==> config.mk <==
export PLATFORM = sky130hd
export DESIGN_NAME = stk_pipe_wrbk
export DESIGN_NICKNAME = d
export VERILOG_FILES = /design/src/rtl/stk_pkg.sv /design/src/rtl/stk_pipe_wrbk_ctxt.sv /design/src/rtl/stk_pipe_wrbk.sv
export SDC_FILE = /design/constraint.sdc
export NUM_CORES = 1
export LEC_CHECK = 0
export ABC_AREA = 0
export BUFFER_PORTS_ARGS = -buffer_cell sky130_fd_sc_hd__buf_2
export CORE_ASPECT_RATIO = 0.75
export CORE_MARGIN = 5
export CORE_UTILIZATION = 47
export DETAILED_ROUTE_END_ITERATION = 10
export GPL_TIMING_DRIVEN = 0
export PLACE_DENSITY = 0.85
export SYNTH_ARGS = -nofsm -noshare
export SYNTH_HDL_FRONTEND = slang
export SYNTH_SLANG_ARGS = --single-unit
==> constraint.sdc <==
create_clock -name clk -period 3.5 [get_ports clk]
set_clock_uncertainty 0.15 [all_clocks]
set_input_delay 0.175 -clock clk [delete_from_list [all_inputs] [get_ports clk]]
set_output_delay 0.175 -clock clk [all_outputs]
set_load 0.03 [all_outputs]
==> src/rtl/stk_pkg.sv <==
// Shared types and sizing for the stack pipeline writeback stage.
package stk_pkg;

   localparam int unsigned ENGS_N  = 4;
   localparam int unsigned PTR_W   = 5;
   localparam int unsigned DAT_W   = 128;
   localparam int unsigned ENGID_W = $clog2(ENGS_N);
   localparam int unsigned CNT_W   = PTR_W + 1;

   typedef enum logic [1:0] {
      OP_NOP  = 2'd0,
      OP_PUSH = 2'd1,
      OP_POP  = 2'd2,
      OP_CLR  = 2'd3
   } opcode_t;

   typedef enum logic [1:0] {
      ST_OKAY  = 2'd0,
      ST_FULL  = 2'd1,
      ST_EMPTY = 2'd2
   } status_t;

   typedef logic [PTR_W-1:0]   ptr_t;
   typedef logic [CNT_W-1:0]   cnt_t;
   typedef logic [ENGID_W-1:0] engid_t;
   typedef logic [DAT_W-1:0]   dat_t;

   typedef struct packed {
      logic head_vld;
      ptr_t head_ptr;
      logic tail_vld;
      ptr_t tail_ptr;
      cnt_t cnt;
   } ctxt_t;

   // Full stack holds exactly 2**PTR_W lines.
   localparam cnt_t CNT_MAX = cnt_t'(1 << PTR_W);

endpackage

==> src/rtl/stk_pipe_wrbk_ctxt.sv <==
// Architectural per-engine stack context: one write port, all entries read out flat.
module stk_pipe_wrbk_ctxt
   import stk_pkg::*;
(
   input  logic                     clk,
   input  logic                     arst_n,
   input  logic                     wr_en,
   input  engid_t                   wr_idx,
   input  ctxt_t                    wr_ctxt,
   output ctxt_t [ENGS_N-1:0]       o_ctxt_r
);

   ctxt_t [ENGS_N-1:0] ctxt_q;
   ctxt_t [ENGS_N-1:0] ctxt_d;

   always_comb begin
      ctxt_d = ctxt_q;
      if (wr_en) begin
         ctxt_d[wr_idx] = wr_ctxt;
      end
   end

   always_ff @(posedge clk or negedge arst_n) begin
      if (!arst_n) begin
         ctxt_q <= '0;
      end else begin
         ctxt_q <= ctxt_d;
      end
   end

   assign o_ctxt_r = ctxt_q;

endmodule

==> src/rtl/stk_pipe_wrbk.sv <==
// Writeback stage: commits stack context, frees popped lines, issues per-engine responses.
module stk_pipe_wrbk
   import stk_pkg::*;
(
   input  logic                      clk,
   input  logic                      arst_n,
   input  logic                      i_wrbk_uc_vld_r,
   input  engid_t                    i_wrbk_uc_engid_r,
   input  opcode_t                   i_wrbk_uc_opcode_r,
   input  status_t                   i_wrbk_uc_status_r,
   input  logic                      i_wrbk_uc_head_vld_r,
   input  ptr_t                      i_wrbk_uc_head_ptr_r,
   input  logic                      i_wrbk_uc_tail_vld_r,
   input  ptr_t                      i_wrbk_uc_tail_ptr_r,
   input  dat_t                      i_wrbk_uc_dat_r,
   output logic [ENGS_N-1:0]         o_ctxt_head_vld_r,
   output logic [ENGS_N*PTR_W-1:0]   o_ctxt_head_ptr_r,
   output logic [ENGS_N-1:0]         o_ctxt_tail_vld_r,
   output logic [ENGS_N*PTR_W-1:0]   o_ctxt_tail_ptr_r,
   output logic [ENGS_N*CNT_W-1:0]   o_ctxt_cnt_r,
   output logic                      o_dealloc_vld,
   output ptr_t                      o_dealloc_ptr,
   output logic [ENGS_N-1:0]         o_rsp_vld,
   output status_t                   o_rsp_status,
   output dat_t                      o_rsp_dat
);

   ctxt_t [ENGS_N-1:0] ctxt_r;
   ctxt_t              cur_ctxt;
   ctxt_t              nxt_ctxt;
   logic               op_vld;
   logic               push_ok;
   logic               pop_ok;
   logic               clr_ok;
   logic               wr_en;

   logic [ENGS_N-1:0]  rsp_vld_q,     rsp_vld_d;
   status_t            rsp_status_q,  rsp_status_d;
   dat_t               rsp_dat_q,     rsp_dat_d;
   logic               dealloc_vld_q, dealloc_vld_d;
   ptr_t               dealloc_ptr_q, dealloc_ptr_d;

   // Opcode/status decode and next context for the addressed engine.
   always_comb begin
      op_vld   = i_wrbk_uc_vld_r && (i_wrbk_uc_opcode_r != OP_NOP);
      push_ok  = op_vld && (i_wrbk_uc_status_r == ST_OKAY) && (i_wrbk_uc_opcode_r == OP_PUSH);
      pop_ok   = op_vld && (i_wrbk_uc_status_r == ST_OKAY) && (i_wrbk_uc_opcode_r == OP_POP);
      clr_ok   = op_vld && (i_wrbk_uc_status_r == ST_OKAY) && (i_wrbk_uc_opcode_r == OP_CLR);
      wr_en    = push_ok || pop_ok || clr_ok;
      cur_ctxt = ctxt_r[i_wrbk_uc_engid_r];
      nxt_ctxt = cur_ctxt;
      if (push_ok) begin
         nxt_ctxt.head_vld = i_wrbk_uc_head_vld_r;
         nxt_ctxt.head_ptr = i_wrbk_uc_head_ptr_r;
         nxt_ctxt.cnt      = (cur_ctxt.cnt == CNT_MAX) ? cur_ctxt.cnt : cur_ctxt.cnt + cnt_t'(1);
         if (i_wrbk_uc_tail_vld_r) begin
            nxt_ctxt.tail_vld = 1'b1;
            nxt_ctxt.tail_ptr = i_wrbk_uc_tail_ptr_r;
         end
      end else if (pop_ok) begin
         nxt_ctxt.head_vld = i_wrbk_uc_head_vld_r;
         nxt_ctxt.head_ptr = i_wrbk_uc_head_ptr_r;
         nxt_ctxt.cnt      = (cur_ctxt.cnt == cnt_t'(0)) ? cur_ctxt.cnt : cur_ctxt.cnt - cnt_t'(1);
         if (!i_wrbk_uc_head_vld_r) begin
            nxt_ctxt.tail_vld = 1'b0;
         end
      end else if (clr_ok) begin
         nxt_ctxt = '0;
      end
   end

   stk_pipe_wrbk_ctxt u_ctxt (
      .clk      (clk),
      .arst_n   (arst_n),
      .wr_en    (wr_en),
      .wr_idx   (i_wrbk_uc_engid_r),
      .wr_ctxt  (nxt_ctxt),
      .o_ctxt_r (ctxt_r)
   );

   // Response and dealloc; dealloc frees the head line as it stood before the pop.
   always_comb begin
      rsp_vld_d     = '0;
      rsp_status_d  = rsp_status_q;
      rsp_dat_d     = '0;
      dealloc_vld_d = 1'b0;
      dealloc_ptr_d = dealloc_ptr_q;
      if (op_vld) begin
         rsp_vld_d    = ENGS_N'(1) << i_wrbk_uc_engid_r;
         rsp_status_d = i_wrbk_uc_status_r;
      end
      if (pop_ok) begin
         rsp_dat_d     = i_wrbk_uc_dat_r;
         dealloc_vld_d = 1'b1;
         dealloc_ptr_d = cur_ctxt.head_ptr;
      end
   end

   always_ff @(posedge clk or negedge arst_n) begin
      if (!arst_n) begin
         rsp_vld_q     <= '0;
         rsp_status_q  <= ST_OKAY;
         rsp_dat_q     <= '0;
         dealloc_vld_q <= 1'b0;
         dealloc_ptr_q <= '0;
      end else begin
         rsp_vld_q     <= rsp_vld_d;
         rsp_status_q  <= rsp_status_d;
         rsp_dat_q     <= rsp_dat_d;
         dealloc_vld_q <= dealloc_vld_d;
         dealloc_ptr_q <= dealloc_ptr_d;
      end
   end

   assign o_rsp_vld     = rsp_vld_q;
   assign o_rsp_status  = rsp_status_q;
   assign o_rsp_dat     = rsp_dat_q;
   assign o_dealloc_vld = dealloc_vld_q;
   assign o_dealloc_ptr = dealloc_ptr_q;

   for (genvar e = 0; e < ENGS_N; e++) begin : g_flat
      assign o_ctxt_head_vld_r[e]               = ctxt_r[e].head_vld;
      assign o_ctxt_head_ptr_r[e*PTR_W +: PTR_W] = ctxt_r[e].head_ptr;
      assign o_ctxt_tail_vld_r[e]               = ctxt_r[e].tail_vld;
      assign o_ctxt_tail_ptr_r[e*PTR_W +: PTR_W] = ctxt_r[e].tail_ptr;
      assign o_ctxt_cnt_r[e*CNT_W +: CNT_W]      = ctxt_r[e].cnt;
   end

   a_rsp_onehot0: assert property (@(posedge clk) disable iff (!arst_n) $onehot0(rsp_vld_q));
   a_dealloc_after_pop: assert property (@(posedge clk) disable iff (!arst_n)
      dealloc_vld_q |-> $past(pop_ok));
   a_pop_head_vld: assert property (@(posedge clk) disable iff (!arst_n) pop_ok |-> cur_ctxt.head_vld);
   a_push_not_full: assert property (@(posedge clk) disable iff (!arst_n)
      push_ok |-> (cur_ctxt.cnt != CNT_MAX));
   a_pop_not_empty: assert property (@(posedge clk) disable iff (!arst_n)
      pop_ok |-> (cur_ctxt.cnt != cnt_t'(0)));

endmodule

# Yosys cells after proc, flatten, opt, wreduce, memory -nomap -nowiden
# Index checks and enable logic that the tools add are counted.
[totals]
reg_bits = 212
out_inout_bits = 212
word_cells = 62
inputBits = 149
[op_classes]
reduce_logical = 11
n_shift = 1
add_sub_neg = 2
muxes = 17
n_eq_ne = 4
magnitude_cmp = 2
[op_table]
columns = ["op", "n"]
rows = [
  ["128-bit two-way mux", 1],
  ["72-bit bitwise mux", 1],
  ["18-bit two-way mux", 4],
  ["18-bit binary-select mux with 2-bit select", 1],
  ["18-bit demux with 2-bit select", 1],
  ["6-bit two-way mux", 4],
  ["7-bit two-way mux", 1],
  ["6-bit by 1-bit adder with 6-bit output, second input constant", 1],
  ["6-bit equality test, second input constant", 1],
  ["1-bit logical AND", 6],
  ["6-bit zero test", 1],
  ["6-bit by 1-bit subtractor with 6-bit output, second input constant", 1],
  ["5-bit two-way mux", 1],
  ["2-bit equality test, second input constant", 2],
  ["4-bit two-way mux", 1],
  ["1-bit by 2-bit << shifter with 4-bit output, first input constant", 1],
  ["2-bit by 3-bit < comparator with 1-bit output, second input constant", 1],
  ["2-bit by 1-bit equality test with 1-bit output, second input constant", 1],
  ["2-bit by 1-bit greater-or-equal comparator with 1-bit output, second input constant", 1],
  ["2-bit zero test", 1],
  ["1-bit logical OR", 2],
  ["1-bit two-way mux", 2],
  ["2-bit nonzero test", 1],
]

# Depth between registers and ports, before layout
[logic_depth]
ltp_word = 8
mapped_depth = 9
ltp_nobuf = 8

# Cells and area by module
# From an unflattened synthesis, not the netlist that was laid out.
[unflattened]
cells_unflattened = 614
hier_area_um2 = 8376.8
[by_module_without_submodules]
columns = ["module", "seq_area_each_um2", "cells_per_inst", "n_inst", "area_per_inst_um2"]
rows = [
  ["stk_pipe_wrbk", 3503.4, 461, 1, 5679.2],
  ["stk_pipe_wrbk_ctxt", 1801.7, 153, 1, 2697.6],
]

# Worst setup path before layout
# No wires, ideal clock.
[synth_path]
path_kind = "reg-to-reg"
from = "register u_ctxt.ctxt_q, in the netlist u_ctxt.o_ctxt_r[54]"
to = "register u_ctxt.ctxt_q, in the netlist u_ctxt.o_ctxt_r[20]"
path_slack_ns = 0.803
n_path_buf = 0
synth_period_minus_slack_ns = 2.697
t_required_ns = 3.216
setup_ns = 0.134
arrival_time_ns = 2.412
path_stages_with_launch = 9
cell_sequence = "dfrtp_1 > mux4_2 > inv_1 > ha_1 > nand2_1 > o22ai_1 > a31oi_1 > a221oi_2 > o31ai_1"
[synth_between]
elab_chain_len = 7
word_cells_on_any_way = 11
classes_between = "2 x add/sub; 1 x eq/ne; 7 x mux; 1 x reduce/logical"
[synth_lines]
columns = ["element", "line_no", "text"]
rows = [
  ["start: declaration", "stk_pipe_wrbk_ctxt.sv:13", "ctxt_t [ENGS_N-1:0] ctxt_q;"],
  ["start signal: assignment", "stk_pipe_wrbk_ctxt.sv:27", "ctxt_q <= ctxt_d;"],
  ["18-bit binary-select mux with 2-bit select (*)", "stk_pipe_wrbk.sv:50", "cur_ctxt = ctxt_r[i_wrbk_uc_engid_r];"],
  ["18-bit two-way mux (not written as such) (*)", "stk_pipe_wrbk.sv:50", ""],
  ["6-bit by 1-bit subtractor with 6-bit output / 6-bit zero test (equally long branches)", "stk_pipe_wrbk.sv:63", "nxt_ctxt.cnt = (cur_ctxt.cnt == cnt_t'(0)) ? cur_ctxt.cnt : cur_ctxt.cnt - cnt_t'(1);"],
  ["6-bit two-way mux", "stk_pipe_wrbk.sv:63", ""],
  ["6-bit two-way mux", "stk_pipe_wrbk.sv:60", "end else if (pop_ok) begin"],
  ["18-bit two-way mux (*)", "stk_pipe_wrbk.sv:52", "if (push_ok) begin"],
  ["72-bit bitwise mux (*)", "stk_pipe_wrbk_ctxt.sv:19", "ctxt_d[wr_idx] = wr_ctxt;"],
]
# Mark *: on every way between the ends. The rest lies on a longest branch, timed or not. The select of a mux whose other input is x is not followed.
# A chain may end at the register's enable or synchronous reset.

# Worst setup path in the final report
# Ends and elaborated chain as after synthesis.

==> metrics.csv <==
stage,metric,value,unit
synth,primary flip-flop cell chosen by synthesis mapping,sky130_fd_sc_hd__dfrtp_1,
worst_setup_path,"Data required, critical path",3710,ps
synth,"post-synthesis share of cell area spent on full adders, half adders and majority gates",0.00459,
synth,fraction of synthesized cell area taken by the top area cell type,0.649,
synth,largest area contributor in the netlist,sky130_fd_sc_hd__dfrtp_1,
global_routing,pin count of the biggest net entering global routing,123,
route,drt wl/cell,21.3,um
placed_design,global placer's final weighted congestion,0.907,
synth,fraction of synthesized cell area in xor and xnor cells,0,
worst_setup_path,highest-delay cell along the critical path,sky130_fd_sc_hd__mux4_2,
sta,number of max-slew violations in the final report,0,
route,total via count in the routed design,7269,
placed_design,PortBufs,358,
cts,clock sink count,212,
route,DRC errors left,0,
worst_setup_path,startpoint-to-endpoint class of the critical path,reg -> reg,
outcome,outcome,"finished, final reports clean",
route,per-cell via count in the routed design,5.17,
sta,Setup-failing EPs final,0,
layout,share of layout cells above drive strength 1,0.390,
route,count of antenna-violating nets left after detailed routing,0,
floorplan,core box area,17000,um^2
power_and_ir_drop,leakage power summed over all cells,6.71,nW
cts,buffers inserted during post-CTS setup optimization,0,
floorplan,floorplan row count,41,
cts,H-tree lvl count,1,
global_routing,via count of the first global-routing pass,7727,
synth,Synth area leaders,"sky130_fd_sc_hd__dfrtp_1, sky130_fd_sc_hd__and2_1, sky130_fd_sc_hd__mux2_2",
synth,Simple-Gate Fraction of Synth Area,0.166,
layout,Finished Core Util,0.729,
sta,Fmax,338,MHz
sta,Least-Margin Pin Slew,720,ps
placed_design,post-detailed-placement cell area,10300,um^2
worst_setup_path,"critical path fanouts, max",8,
synth,Syn Inst Count,638,
power_and_ir_drop,maximum VDD drop,335,uV
synth,Yosys Warn Count,0,
floorplan,DIE AREA,20200,um^2
synth,main combinational cell family by area after synthesis,simple AND/OR/NAND/NOR gates,
global_routing,number of antenna violations at the first check in global routing,1,
power_and_ir_drop,power density normalized to cell area,470,nW/um^2
layout,final design instance area without fill,12400,um^2
power_and_ir_drop,Final Power,5.82,mW
synth,synthesized area divided by synthesized cell count,12.8,um^2
global_routing,overall fraction of global-route tracks in use,0.289,
synth,nets in the synthesized netlist,790,
cts,Clock Tree Buf Depth,3,
cts,number of buffers added by the clock tree synthesis step,21,
layout,most frequent cells in the layout,"sky130_fd_sc_hd__buf_2, sky130_fd_sc_hd__dfrtp_1, sky130_fd_sc_hd__dlygate4sd3_1",
sta,headroom to the max-slew limit,0.520,
worst_setup_path,WP data arrival,3170,ps
worst_setup_path,"Critical Path, Cell by Cell","mux4_2, inv_1, ha_1, nand2_1, o22ai_1, a31oi_1, a221oi_2, o31ai_1",
worst_setup_path,highest cell delay on the worst timing path,570,ps
synth,post-synthesis cell type count,52,
route,"wirelength, routed",30000,um
worst_setup_path,endpoint type of the worst setup path,register,
worst_setup_path,startpoint type of the worst setup path,register,
cts,insertion delay to the later sink of the worst-skew pair,490,ps
cts,"Clk pin slew, worst setup/hold paths",60,ps
layout,layout overhead on the synthesized area,51.4,%
sta,sum of negative setup slack,0,ps
route,iteration-0 DRC count of the detailed router,634,
cts,count of hold buffers inserted by post-cts repair,138,
synth,number of synthesized register bits,212,
run,number of max-capacitance violations reported,0,
cts,number of gates given a new drive strength after cts,0,
worst_setup_path,CP top delay family,compound AO/OA/AOI/OAI gates,
global_routing,global-route wire length before repair,45500,um
worst_setup_path,"Buf+Inv Stages, Crit Path",1,
synth,complex-gate fraction of the synthesized area,0.0647,
synth,"Async S/R FF share, synth",1.00,
global_routing,sum of overflow across all layers after global routing,0,
sta,Final Hold Viols,0,
layout,antenna cells,0,
synth,netlist area before placement,8180,um^2
sta,unrepaired setup endpoints after global routing,false,
synth,mux share of post-synthesis cell area,0.0953,
layout,final net count,1310,
floorplan,Vert. Die Dim,124,um
synth,Post-synth EDFFs,0,
placed_design,dpl hpwl,19100,um
layout,most common library cell in the layout ignoring fill and taps,sky130_fd_sc_hd__buf_2,
floorplan,horizontal extent of the die,162,um
route,First-pass DRT Iterations,6,
floorplan,IO Pins,361,
synth,sequential-to-total area share from yosys stat,0.649,
cts,CTS tree,yes,
floorplan,Initial Util,0.482,
sta,final period demand of the worst path,2960,ps
sta,post-route clock period utilization,0.845,
worst_hold_path,Worst Hold Class,in -> reg,
cts,root cell of the clock tree,sky130_fd_sc_hd__clkbuf_16,
## power breakdown
part	switching [mW]	internal [mW]	total [mW]	leakage [nW]
clock network	0.927	1.39	2.32	0.345
registers	0.0566	2.54	2.59	2.92
logic	0.544	0.366	0.910	3.44
total	1.53	4.29	5.82	6.71
## per-stage QoR
step / hold slack, ps / instances / setup slack (ps)
after floorplan: -271 / 638 / 803
after global placement: 230 / 1232 / -1350
after detailed placement: 78.1 / 1233 / 626
after CTS: 81.8 / 1407 / 601
after global routing: 134 / 1407 / 353
final: 103 / 1407 / 541
## tightest hold or removal path: cells and delay by family
family | cells | cell delay, ps
simple gates | 3 | 420
buf+inv | 1 | 110
## final cells by class
type	instances	area (um^2)
clock inverter	7	114
timing repair buffer	497	3210
sequential	212	5310
tap	236	295
clock buffer	29	586
inverter	5	18.8
multi-input combinational	385	2700
buffer	36	153
fill	1072	4590
## cells in the mapped netlist (all sizes together) (2+ instances only)
cell and count:
a211oi 2, a21oi 4, a31oi 20, and2 128
and3 2, buf 9, clkbuf 27, dfrtp 212
ha 3, inv 4, mux2 35, mux2i 4
mux4 15, nand2 67, nand2b 4, nand3 2
nand3b 2, nor2 22, nor2b 5, nor3 4
o211a 2, o21ai 32, o31ai 10, or2 4
or3 2
## layer usage
layer / wire length [um] / GRT usage
met3: 2690 / 0.0810
met4: 1640 / 0.130
met2: 14500 / 0.482
met5: 13 / 0
met1: 11100 / 0.350
## final timing paths
| kind | from | end | slack (ps) | depth (start not counted) |
|---|---|---|---|---|
| max | u_ctxt.o_ctxt_r[54] | u_ctxt.o_ctxt_r[20] | 540 | 8 |
| min | i_wrbk_uc_opcode_r[1] | o_rsp_vld[3] | 100 | 4 |
| max reg2reg | u_ctxt.o_ctxt_r[54] | u_ctxt.o_ctxt_r[20] | 540 | 8 |
| min reg2reg | o_dealloc_ptr[1] | o_dealloc_ptr[1] | 320 | 2 |
| max in group asynchronous | arst_n | o_rsp_dat[120] | 2040 | 3 |
| min in group asynchronous | arst_n | o_rsp_dat[48] | 130 | 2 |
## sequential cells by signal (all words and copies together), names as in the netlist
register,count
o_dealloc_ptr,5
o_rsp_status,2
o_dealloc_vld,1
o_rsp_vld,4
o_rsp_dat,128
u_ctxt.o_ctxt_r,72
## cell families (layout without fill, tap and decap cells)
kind of cell,after synthesis,in the layout
buf+inv,41,574
compound gates,80,80
flops,212,212
simple gates,248,248
fa+ha+maj,3,3
mux,54,54
Note: power is estimated with default switching activity, not from simulation.
